===== src/rtl/mmwb_pipe_reg_if.sv =====
// MEM/WB pipeline bus: MEM-stage results in, registered WB fields and register-file write port out.
// The pipeline register drives the master side; the WB stage consumes the slave side.
interface mmwb_pipe_reg_if #(
  parameter int OPFUNC_W = 6,
  parameter int WORD_W   = 32
);
  logic [OPFUNC_W-1:0] mm_opfunc;
  logic [1:0]          mm_MemtoReg;
  logic                mm_RegWEN;
  logic                mm_equal;
  logic                mm_halt;
  logic [4:0]          mm_rd;
  logic [WORD_W-1:0]   mm_portB;
  logic [WORD_W-1:0]   mm_npc;
  logic [WORD_W-1:0]   mm_ALUOut;
  logic [WORD_W-1:0]   mm_load;

  logic [OPFUNC_W-1:0] wb_opfunc;
  logic [1:0]          wb_MemtoReg;
  logic                wb_RegWEN;
  logic                wb_equal;
  logic                wb_halt;
  logic [4:0]          wb_rd;
  logic [WORD_W-1:0]   wb_portB;
  logic [WORD_W-1:0]   wb_npc;
  logic [WORD_W-1:0]   wb_ALUOut;
  logic [WORD_W-1:0]   wb_load;

  logic                rf_WEN;
  logic [4:0]          rf_wsel;
  logic [WORD_W-1:0]   rf_wdat;

  modport master (
    input  mm_opfunc, mm_MemtoReg, mm_RegWEN, mm_equal, mm_halt, mm_rd,
           mm_portB, mm_npc, mm_ALUOut, mm_load,
    output wb_opfunc, wb_MemtoReg, wb_RegWEN, wb_equal, wb_halt, wb_rd,
           wb_portB, wb_npc, wb_ALUOut, wb_load,
           rf_WEN, rf_wsel, rf_wdat
  );

  modport slave (
    output mm_opfunc, mm_MemtoReg, mm_RegWEN, mm_equal, mm_halt, mm_rd,
           mm_portB, mm_npc, mm_ALUOut, mm_load,
    input  wb_opfunc, wb_MemtoReg, wb_RegWEN, wb_equal, wb_halt, wb_rd,
           wb_portB, wb_npc, wb_ALUOut, wb_load,
           rf_WEN, rf_wsel, rf_wdat
  );
endinterface


===== src/rtl/mmwb_pipe_reg.sv =====
// MEM/WB pipeline register with a one-entry load holding buffer, sticky halt and RF write port.
// Define MMWB_PERF_EN to add the 32-bit 'retired' instruction counter output.
module mmwb_pipe_reg #(
  parameter int OPFUNC_W = 6,
  parameter int WORD_W   = 32
) (
  input  logic CLK,
  input  logic nRST,
  input  logic ihit,
  input  logic dhit,
  input  logic mm_memop,
  input  logic flush,
  output logic advance,
`ifdef MMWB_PERF_EN
  output logic [31:0] retired,
`endif
  mmwb_pipe_reg_if.master bus
);

  typedef struct packed {
    logic [OPFUNC_W-1:0] opfunc;
    logic [1:0]          memtoreg;
    logic                regwen;
    logic                equal;
    logic                halt;
    logic [4:0]          rd;
    logic [WORD_W-1:0]   portb;
    logic [WORD_W-1:0]   npc;
    logic [WORD_W-1:0]   aluout;
    logic [WORD_W-1:0]   load;
  } wb_t;

  typedef enum logic {EMPTY, HELD} hold_state_t;

  wb_t               wb_q, wb_d;
  hold_state_t       state_q, state_d;
  logic [WORD_W-1:0] hold_q, hold_d;
  logic              hold_v;

`ifdef MMWB_PERF_EN
  logic [31:0] retired_q, retired_d;
`endif

  // A stalled load may complete early; the buffer lets the pipe advance later without a new dhit.
  always_comb begin
    hold_v  = (state_q == HELD);
    advance = ihit & (~mm_memop | dhit | hold_v) & ~wb_q.halt;
  end

  always_comb begin
    wb_d    = wb_q;
    state_d = state_q;
    hold_d  = hold_q;
    if (advance) begin
      state_d = EMPTY;
      if (flush) begin
        wb_d = '0;
      end else begin
        wb_d.opfunc   = bus.mm_opfunc;
        wb_d.memtoreg = bus.mm_MemtoReg;
        wb_d.regwen   = bus.mm_RegWEN;
        wb_d.equal    = bus.mm_equal;
        wb_d.halt     = bus.mm_halt;
        wb_d.rd       = bus.mm_rd;
        wb_d.portb    = bus.mm_portB;
        wb_d.npc      = bus.mm_npc;
        wb_d.aluout   = bus.mm_ALUOut;
        wb_d.load     = hold_v ? hold_q : bus.mm_load;
      end
    end else if ((state_q == EMPTY) && dhit && mm_memop && !wb_q.halt) begin
      hold_d  = bus.mm_load;
      state_d = HELD;
    end
  end

`ifdef MMWB_PERF_EN
  always_comb begin
    retired_d = retired_q;
    if (advance && !flush && (bus.mm_opfunc != '0)) begin
      retired_d = retired_q + 32'd1;
    end
  end

  always_ff @(posedge CLK or negedge nRST) begin
    if (!nRST) begin
      retired_q <= '0;
    end else begin
      retired_q <= retired_d;
    end
  end

  assign retired = retired_q;
`endif

  always_ff @(posedge CLK or negedge nRST) begin
    if (!nRST) begin
      wb_q    <= '0;
      state_q <= EMPTY;
      hold_q  <= '0;
    end else begin
      wb_q    <= wb_d;
      state_q <= state_d;
      hold_q  <= hold_d;
    end
  end

  assign bus.wb_opfunc   = wb_q.opfunc;
  assign bus.wb_MemtoReg = wb_q.memtoreg;
  assign bus.wb_RegWEN   = wb_q.regwen;
  assign bus.wb_equal    = wb_q.equal;
  assign bus.wb_halt     = wb_q.halt;
  assign bus.wb_rd       = wb_q.rd;
  assign bus.wb_portB    = wb_q.portb;
  assign bus.wb_npc      = wb_q.npc;
  assign bus.wb_ALUOut   = wb_q.aluout;
  assign bus.wb_load     = wb_q.load;

  // Writes to r0 are suppressed; 10 selects the link address for jal, 11 the lui immediate.
  always_comb begin
    bus.rf_WEN  = wb_q.regwen & (wb_q.rd != 5'd0);
    bus.rf_wsel = wb_q.rd;
    bus.rf_wdat = wb_q.aluout;
    case (wb_q.memtoreg)
      2'b01:   bus.rf_wdat = wb_q.load;
      2'b10:   bus.rf_wdat = wb_q.npc;
      2'b11:   bus.rf_wdat = wb_q.portb;
      default: bus.rf_wdat = wb_q.aluout;
    endcase
  end

endmodule


===== src/flat_wrapper.sv =====
// flat-port wrapper written by rule: the top's interface ports become plain ports
module mmwb_pipe_reg_flat 
#(
  parameter int OPFUNC_W = 6,
  parameter int WORD_W   = 32
)
  (CLK, nRST, ihit, dhit, mm_memop, flush, advance, bus_mm_opfunc, bus_mm_MemtoReg, bus_mm_RegWEN, bus_mm_equal, bus_mm_halt, bus_mm_rd, bus_mm_portB, bus_mm_npc, bus_mm_ALUOut, bus_mm_load, bus_wb_opfunc, bus_wb_MemtoReg, bus_wb_RegWEN, bus_wb_equal, bus_wb_halt, bus_wb_rd, bus_wb_portB, bus_wb_npc, bus_wb_ALUOut, bus_wb_load, bus_rf_WEN, bus_rf_wsel, bus_rf_wdat);
  mmwb_pipe_reg_if #(.OPFUNC_W(OPFUNC_W), .WORD_W(WORD_W)) bus_i ();
  input  logic CLK;
  input  logic nRST;
  input  logic ihit;
  input  logic dhit;
  input  logic mm_memop;
  input  logic flush;
  output logic advance;
  input wire logic [$bits(bus_i.mm_opfunc)-1:0] bus_mm_opfunc;
  input wire logic [$bits(bus_i.mm_MemtoReg)-1:0] bus_mm_MemtoReg;
  input wire logic [$bits(bus_i.mm_RegWEN)-1:0] bus_mm_RegWEN;
  input wire logic [$bits(bus_i.mm_equal)-1:0] bus_mm_equal;
  input wire logic [$bits(bus_i.mm_halt)-1:0] bus_mm_halt;
  input wire logic [$bits(bus_i.mm_rd)-1:0] bus_mm_rd;
  input wire logic [$bits(bus_i.mm_portB)-1:0] bus_mm_portB;
  input wire logic [$bits(bus_i.mm_npc)-1:0] bus_mm_npc;
  input wire logic [$bits(bus_i.mm_ALUOut)-1:0] bus_mm_ALUOut;
  input wire logic [$bits(bus_i.mm_load)-1:0] bus_mm_load;
  output wire logic [$bits(bus_i.wb_opfunc)-1:0] bus_wb_opfunc;
  output wire logic [$bits(bus_i.wb_MemtoReg)-1:0] bus_wb_MemtoReg;
  output wire logic [$bits(bus_i.wb_RegWEN)-1:0] bus_wb_RegWEN;
  output wire logic [$bits(bus_i.wb_equal)-1:0] bus_wb_equal;
  output wire logic [$bits(bus_i.wb_halt)-1:0] bus_wb_halt;
  output wire logic [$bits(bus_i.wb_rd)-1:0] bus_wb_rd;
  output wire logic [$bits(bus_i.wb_portB)-1:0] bus_wb_portB;
  output wire logic [$bits(bus_i.wb_npc)-1:0] bus_wb_npc;
  output wire logic [$bits(bus_i.wb_ALUOut)-1:0] bus_wb_ALUOut;
  output wire logic [$bits(bus_i.wb_load)-1:0] bus_wb_load;
  output wire logic [$bits(bus_i.rf_WEN)-1:0] bus_rf_WEN;
  output wire logic [$bits(bus_i.rf_wsel)-1:0] bus_rf_wsel;
  output wire logic [$bits(bus_i.rf_wdat)-1:0] bus_rf_wdat;
  assign bus_i.mm_opfunc = bus_mm_opfunc;
  assign bus_i.mm_MemtoReg = bus_mm_MemtoReg;
  assign bus_i.mm_RegWEN = bus_mm_RegWEN;
  assign bus_i.mm_equal = bus_mm_equal;
  assign bus_i.mm_halt = bus_mm_halt;
  assign bus_i.mm_rd = bus_mm_rd;
  assign bus_i.mm_portB = bus_mm_portB;
  assign bus_i.mm_npc = bus_mm_npc;
  assign bus_i.mm_ALUOut = bus_mm_ALUOut;
  assign bus_i.mm_load = bus_mm_load;
  assign bus_wb_opfunc = bus_i.wb_opfunc;
  assign bus_wb_MemtoReg = bus_i.wb_MemtoReg;
  assign bus_wb_RegWEN = bus_i.wb_RegWEN;
  assign bus_wb_equal = bus_i.wb_equal;
  assign bus_wb_halt = bus_i.wb_halt;
  assign bus_wb_rd = bus_i.wb_rd;
  assign bus_wb_portB = bus_i.wb_portB;
  assign bus_wb_npc = bus_i.wb_npc;
  assign bus_wb_ALUOut = bus_i.wb_ALUOut;
  assign bus_wb_load = bus_i.wb_load;
  assign bus_rf_WEN = bus_i.rf_WEN;
  assign bus_rf_wsel = bus_i.rf_wsel;
  assign bus_rf_wdat = bus_i.rf_wdat;
  mmwb_pipe_reg #(.OPFUNC_W(OPFUNC_W), .WORD_W(WORD_W)) u_core (.CLK(CLK), .nRST(nRST), .ihit(ihit), .dhit(dhit), .mm_memop(mm_memop), .flush(flush), .advance(advance), .bus(bus_i));
endmodule

===== config.mk =====
export PLATFORM = sky130hd
export DESIGN_NAME = mmwb_pipe_reg_flat
export DESIGN_NICKNAME = d
export VERILOG_FILES = /design/src/rtl/mmwb_pipe_reg_if.sv /design/src/rtl/mmwb_pipe_reg.sv /design/src/flat_wrapper.sv
export SDC_FILE = /design/constraint.sdc
export NUM_CORES = 1
export LEC_CHECK = 0
export ABC_AREA = 0
export BUFFER_PORTS_ARGS = -buffer_cell sky130_fd_sc_hd__buf_2
export CORE_ASPECT_RATIO = 1.2
export CORE_MARGIN = 5
export CORE_UTILIZATION = 50
export DETAILED_ROUTE_END_ITERATION = 8
export HOLD_SLACK_MARGIN = 0.15
export PLACE_DENSITY = 0.89
export SYNTH_ARGS = -nofsm -noshare
export SYNTH_HDL_FRONTEND = slang
export SYNTH_SLANG_ARGS = --single-unit

===== constraint.sdc =====
create_clock -name CLK -period 2 [get_ports CLK]
set_input_delay 0.2 -clock CLK [delete_from_list [all_inputs] [get_ports CLK]]
set_output_delay 0.2 -clock CLK [all_outputs]
set_load 0.01 [all_outputs]

* Word level (Yosys, flattened, before mapping) *
Index checks and enable logic that the tools add are counted.

storage, ports and cells
  register bits after elaboration = 177
  bits of input ports = 150
  output and inout bits = 183
  word-level logic and storage cells = 36

cells by class
  equality and inequality tests = 3
  mux-type cells = 5
  bitwise gates (word level) = 9
  reduce and logical (&&, ||, !) cells = 7

operator list
  operator                                                                number
  144-bit 2-to-1 mux                                                      1
  32-bit case mux with 3 select lines                                     1
  32-bit 2-to-1 mux                                                       1
  5-bit nonzero test                                                      1
  2-bit equality test (second input constant)                             2
  1-bit inverter                                                          4
  1-bit AND                                                               3
  1-bit logical AND                                                       3
  2-bit by 1-bit equality test with 1-bit output (second input constant)  1
  1-bit 2-to-1 mux                                                        2
  1-bit OR                                                                2
  2-bit AND reduction                                                     1
  2-bit nonzero test                                                      1
  1-bit zero test                                                         1

* Longest topological paths before layout *
Gate-level depths: netlist of run 1.

  depth in word-level cells = 7
  depth in mapped cells = 6

* Worst setup path after synthesis of run 1 *
No wires, ideal clock.

  path kind = register to output
  start = reg u_core.wb_q (netlist bit u_core.bus.wb_MemtoReg[0])
  end = out bus_rf_wdat[0]
  arrival = 1.546 ns
  data required time = 1.800 ns
  path slack = 0.254 ns
  stages on the path, launching flop included = 4
  buffers on the path = 2
  cells stage by stage = dfrtp_1 > clkbuf_1 > buf_2 > mux4_2

between the ends
  word-level cells in the longest chain between the ends = 2
  elaborated cells between the ends (all ways) = 4
  classes of those cells = eq/ne (3); mux (1)

RTL lines
  element                                                                                       RTL line              source
  start, declared                                                                               mmwb_pipe_reg.sv:35   wb_t wb_q, wb_d;
  start signal, assigned                                                                        mmwb_pipe_reg.sv:101  wb_q <= wb_d;
  2-bit equality test / 2-bit by 1-bit equality test with 1-bit output (equally long branches)  mmwb_pipe_reg.sv:123  case (wb_q.memtoreg)
  32-bit case mux with 3 select lines *                                                         mmwb_pipe_reg.sv:123
  end, declared                                                                                 flat_wrapper.sv:38    output wire logic [$bits(bus_i.rf_wdat)-1:0] bus_rf_wdat;

Every way passes the cells marked *; elsewhere a longest branch is shown, timed or not.

* Worst setup path in the final report of run 1 *
  start = reg u_core.wb_q (netlist bit u_core.bus.wb_MemtoReg[0])
  end = out bus_rf_wdat[14]

The elaborated chain is that of the path after synthesis.

==> run_results.csv, run 1 <==
group,metric,value,unit
outcome,status,"finished, violations left",
outcome,violations,"setup timing",
clock_tree,ctsHtreeMaxLevel,4,
clock_tree,cts_made_buffers,17,
hold_path,hp-start,"bus_mm_portB[29]",
routing,ant_nets,0,
critical_path,setup.worst_path.end_class,"primary output",
yosys,ys_types,19,
yosys,synth-seq-cells,177,
floorplanning,die_area,0.02037,mm2
placement,place_congestion,0.8900,
clock_tree,clock_path_buffers,2,
sta,hold_violations,0,
power,vdd.ir_drop.worst,0.0008441,V
critical_path,cp_slowest_stage_delay,540,ps
yosys,synth_cells,622,
sta,timing.hold.ws,170.8,ps
power,p_leak,6.305,nW
sta,rsz0062_at_grt,"yes",
clock_tree,cts_tree,"built",
global_routing,grtUsageMet2,0.4918,
critical_path,path_class,"register to primary output",
sta,slew_violations,0,
yosys,syn_avg_cell_area,14.15,um2
floorplanning,die_w,131.1,um
yosys,yosysTopAreaCellShare,0.5033,
routing,via_per_inst,5.376,
run,cap_violations,0,
critical_path,crit_path_start_kind,"register",
critical_path,cpMostUsedCell,"buf_12",
critical_path,critPathSlowestCell,"mux4_2",
yosys,ys_warn_count,0,
critical_path,startpoint,"u_core.bus.wb_MemtoReg[0]$_DFFE_PN0P_",
global_routing,antenna_found_initial,2,
finish,final_common_cell,"buf_2",
placement,portBuffers,332,
finish,seqCellArea,0.004433,mm2
floorplanning,rows,53,
critical_path,critPathRequiredTime,1800,ps
sta,setup_slack,-0.7828,ps
yosys,synth.area.top_cells,"dfrtp_1, mux2_2, mux2_4",
critical_path,crit_fanout,8,
floorplanning,start_util,0.5046,
yosys,ys_seq_area_frac,0.5033,
sta,setup_viol_count_final,1,
clock_tree,cts_root_buf,"clkbuf_16",
yosys,synth_nets,772,
critical_path,r2r_cells,5,
hold_path,holdPathStages,3,
routing,firstDrtPassIters,4,
global_routing,busiest_layer,"met2",
clock_tree,cts.clk_slew.worst_paths,70,ps
critical_path,path_cells,"buf_12, buf_12, mux4_2, buf_6",
hold_path,hold_path.class,"input port to register",
routing,drtIter0Drc,322,
sta,slew_headroom,0.6765,
global_routing,grtUsageTotal,0.2683,
routing,vias,7026,
finish,drive_gt1_frac,0.5548,
critical_path,critPathArrivalTime,1800,ps
floorplanning,chipHeight,155.3,um
critical_path,r2r-end,"u_core.bus.wb_portB[11]$_DFFE_PN0P_",
floorplanning,coreArea,0.01744,mm2
critical_path,rrSetupSlack,240,ps
sta,fin_worst_skew,11.66,ps
sta,worstMarginPinSlew,485.2,ps
finish,final_cell_mix,"buf_2, dfrtp_1, mux2_2, dlygate4sd3_1, nor2b_1",
global_routing,grt_max_degree,66,
global_routing,use_met3,0.06371,
power,power-per-cell-area,1451,mW/mm2
hold_path,hold_end,"u_core.bus.wb_portB[29]$_DFFE_PN0P_",
sta,period_needed,2001,ps
sta,max_freq,0.4998,GHz
finish,layout.nets,1222,
finish,syn2layout_area_growth,45.24,%
global_routing,grt_pass1_wl,43990,um
placement,dp_hpwl,17030,um
global_routing,grt-ovfl-total,0,
yosys,synth.largest_area_cell,"dfrtp_1",
global_routing,met1_usage,0.2969,
routing,routed_wirelength,28210,um
finish,final_util,0.7329,
yosys,netlist_area,0.008801,mm2
sta,min_period_over_period,1.000,
global_routing,grt_pass1_vias,7991,
clock_tree,insertion_delay,430,ps
finish,multi_input_area,0.004080,mm2
routing,drc_errors,0,
critical_path,timing.rr.start,"u_core.bus.wb_halt$_DFFE_PN0P_",
floorplanning,ios,333,
clock_tree,cts.sinks,177,
finish,fill_cells,1040,
power,total_power,18.55,mW
routing,wl_per_cell,21.59,um
-- per-stage QoR --
step	cell area [um2]	instances	worst slack [ps]	setup TNS, ps
5_1_grt	12780	1307	-46.81	-466.0
4_1_cts	12610	1301	19.30	0
3_5_place_dp	10780	1145	315.9	0
6_report	12780	1307	-0.7828	-0.7828
2_1_floorplan	8801	622	254.2	0
3_3_place_gp	10780	1145	359.4	0
-- critical path, delay by kind of cell (launching register included) --
kind / cells / cell delay (ps)
muxes: 1 / 540
DFF: 1 / 410
buffers and inverters: 3 / 420
-- power by group --
group | internal (mW) | leakage, nW | switching (mW)
clock network | 1.80 | 0.280 | 1.53
logic | 4.80 | 3.77 | 3.74
registers | 5.25 | 2.25 | 1.42
total | 11.9 | 6.31 | 6.69
-- routing by layer --
layer,share of wire,vias to the layer above,wire length [um]
met4,0.037,0,1053
li1,-,3076,-
met5,0,-,0
met3,0.055,79,1562
met2,0.55,316,15590
met1,0.35,3555,10000
-- cell type report --
class / count / area share
sequential: 177 / 0.3468
clock inverter: 14 / 0.01155
timing repair buffer: 483 / 0.2653
clock buffer: 18 / 0.03436
inverter: 3 / 0.0008810
antenna: 2 / 0.0003915
multi-input combinational: 390 / 0.3192
tap: 220 / 0.02153
-- state kept, by name, indices dropped and copies added, names as in the netlist, 2 cells and up --
| name | count |
|---|---|
| u_core.bus.wb_load | 32 |
| u_core.bus.rf_wsel | 5 |
| u_core.bus.wb_ALUOut | 32 |
| u_core.bus.wb_npc | 32 |
| u_core.hold_q | 32 |
| u_core.bus.wb_portB | 32 |
| u_core.bus.wb_MemtoReg | 2 |
| u_core.bus.wb_opfunc | 6 |
-- logic make-up after synthesis --
logic type	synth area share
compound gates	0.004265
buf+inv	0.03441
flops	0.5033
mux	0.3635
simple gates	0.09454
-- worst max-delay path by stage --
stage | to | slack (ps) | cells after the start
final | bus_rf_wdat[14] | -0.8 | 4
after CTS | advance | 20 | 4
after global routing | bus_rf_wdat[14] | -50 | 4
after detailed placement | u_core.bus.wb_portB[11]$_DFFE_PN0P_ | 320 | 5
after floorplan | bus_rf_wdat[0] | 250 | 3
after global placement | u_core.bus.wb_npc[11]$_DFFE_PN0P_ | 360 | 5
-- repair_timing --
item	4_1_cts	5_1_grt
endpoints found under the hold margin	279	1
hold buffers	124	1
setup endpoints to repair	0	6
gates resized for setup	0	14
buffers inserted	0	1
-- synthesized netlist by cell type --
library cell  count
dfrtp_1         177
mux2_2          125
nor2b_1         111
mux2_4           50
nor2_1           33
mux2i_1          32
mux4_2           32
buf_2            20
clkbuf_1         20
buf_6             7
buf_4             5
inv_1             3
a21oi_1           1
a31o_2            1
a31oi_1           1
nand4_1           1
o21a_1            1
o311a_1           1
or4_1             1
(Power assumes the default switching activity.)
==> run 2, diff against run 1 <==
--- a/config.mk
+++ b/config.mk
@@ -13,6 +13,7 @@
 export DETAILED_ROUTE_END_ITERATION = 8
 export HOLD_SLACK_MARGIN = 0.15
 export PLACE_DENSITY = 0.89
+export SETUP_SLACK_MARGIN = 0.15
 export SYNTH_ARGS = -nofsm -noshare
 export SYNTH_HDL_FRONTEND = slang
 export SYNTH_SLANG_ARGS = --single-unit
==> run_results.csv, run 2 (synthesis results as in run 1) <==
group,metric,value,unit
power,power-per-cell-area,1470,mW/mm2
power,comb_power_share,0.471,
floorplanning,die_area,0.02037,mm2
clock_tree,insertion_delay,420,ps
sta,setup_slack,1.792,ps
clock_tree,cts.sinks,177,
sta,min_period_over_period,0.9991,
routing,drc_errors,0,
sta,setup_viol_count_final,0,
critical_path,crit_path_start_kind,"register",
sta,slew_violations,0,
critical_path,critPathRequiredTime,1800,ps
clock_tree,cts_tree,"built",
clock_tree,clock_path_buffers,2,
routing,vias,7037,
finish,drive_gt1_frac,0.5573,
outcome,status,"finished clean",
power,vdd.ir_drop.worst,0.0008086,V
critical_path,timing.rr.start,"u_core.bus.wb_halt$_DFFE_PN0P_",
critical_path,r2r-end,"u_core.bus.wb_npc[11]$_DFFE_PN0P_",
global_routing,antenna_found_initial,1,
sta,worstMarginPinSlew,490.7,ps
sta,timing.hold.ws,168.5,ps
critical_path,crit_fanout,8,
floorplanning,start_util,0.5046,
clock_tree,cts_root_buf,"clkbuf_16",
placement,pre_cts_slack,315.9,ps
power,p_int,12.12,mW
run,cap_violations,0,
critical_path,startpoint,"u_core.bus.wb_MemtoReg[0]$_DFFE_PN0P_",
hold_path,hold_path.class,"input port to register",
routing,routed_wirelength,29090,um
critical_path,setup.worst_path.end_class,"primary output",
sta,rsz0062_at_grt,"yes",
critical_path,r2r_cells,5,
global_routing,grt_pass1_wl,44570,um
critical_path,path_class,"register to primary output",
floorplanning,chipHeight,155.3,um
finish,final_util,0.7402,
finish,layout.nets,1228,
floorplanning,die_w,131.1,um
power,seqPwrFrac,0.353,
sta,setup_tns,0,ps
sta,fin_worst_skew,9.985,ps
power,p_sw_frac,0.3615,
finish,final_common_cell,"buf_2",
critical_path,rrSetupSlack,200,ps
placement,place_congestion,0.8900,
clock_tree,cts_made_buffers,17,
routing,wl_per_cell,22.16,um
finish,instances_no_fill,1313,
routing,via_per_inst,5.359,
floorplanning,rows,53,
clock_tree,ctsHtreeMaxLevel,4,
sta,period_needed,1998,ps
placement,portBuffers,332,
placement,dp_hpwl,17030,um
sta,slew_headroom,0.6729,
critical_path,endpoint,"bus_rf_wdat[23]",
routing,ant_nets,0,
finish,syn2layout_area_growth,46.67,%
power,power_frac_clock,0.176,
global_routing,grt_max_degree,49,
power,p_leak,6.357,nW
critical_path,critPathArrivalTime,1800,ps
global_routing,grtUsageTotal,0.2733,
sta,max_freq,0.5004,GHz
global_routing,grt-ovfl-total,0,
power,p_sw,6.861,mW
routing,firstDrtPassIters,4,
sta,hold_violations,0,
global_routing,grt_pass1_vias,7998,
finish,final_cell_mix,"buf_2, dfrtp_1, mux2_2, dlygate4sd3_1, nor2b_1",
clock_tree,cts.clk_slew.worst_paths,70,ps
floorplanning,ios,333,
placement,placed_cells,1145,
routing,drtIter0Drc,319,
floorplanning,coreArea,0.01744,mm2
==> run 2: cell count changes in the layout (fill, tap and decap cells not counted), sizes merged <==
cell / delta
bufbuf: +1
buf: +5
==> run 2: per-stage QoR <==
step / area [um2] / power (mW)
floorplan: 8801 / 11.17
global placement: 10780 / 14.04
detailed placement: 10780 / 14.35
CTS: 12670 / 18.01
global route: 12910 / 19.90
finish: 12910 / 18.98
==> run 2: area by class of cell <==
type | count | area [um2]
Inverter | 3 | 11.26
Clock inverter | 14 | 147.6
Clock buffer | 18 | 439.2
Sequential cell | 177 | 4433
Antenna cell | 2 | 5.005
Fill cell | 1020 | 4532
Multi-Input combinational cell | 390 | 4080
Timing Repair Buffer | 489 | 3517
Tap cell | 220 | 275.3
==> run 2: how the worst min path moves through the flow <==
stage	startpoint	end	slack [ps]	cells after the start
after CTS	bus_mm_ALUOut[28]	u_core.bus.wb_ALUOut[28]$_DFFE_PN0P_	150	3
final	bus_mm_portB[29]	u_core.bus.wb_portB[29]$_DFFE_PN0P_	170	3
after global placement	nRST	u_core.bus.wb_npc[12]$_DFFE_PN0P_	180	1
after floorplan	nRST	u_core.bus.rf_wsel[0]$_DFFE_PN0P_	-100	0
after detailed placement	nRST	u_core.bus.wb_portB[11]$_DFFE_PN0P_	180	1
after global routing	bus_mm_portB[5]	u_core.bus.wb_portB[5]$_DFFE_PN0P_	160	3
==> run 2: power groups by stage <==
stage,Combinational [mW],Clock (mW),Sequential [mW]
final,8.93,3.34,6.71
after global routing,9.46,3.54,6.89
after CTS,8.08,3.39,6.54
after detailed placement,7.76,0,6.59
after global placement,7.54,0,6.50
after floorplan,4.29,0,6.88
==> run 2: critical path, cell delays in order, from the launching register on <==
cell       delay (ps)
dfrtp_2           400
buf_4             150
clkbuf_16         170
mux4_2            510
buf_2             160
==> run 2: routing by layer <==
layer,vias to the layer above,track usage,wire length [um]
met5,-,0,0
met4,0,0.1203,1091
met3,77,0.06113,1562
met2,316,0.4932,15900
met1,3557,0.3099,10530
li1,3087,-,-
==> run 2: what timing repair did <==
action                                  in CTS  in global routing
buffers inserted                             3                  3
hold buffers                               124                  1
endpoints found under the hold margin      279                  1
gates cloned                                 1                  2
gates resized for setup                      1                 25
endpoints found under the setup margin      34                 34
pin swaps                                    0                  2
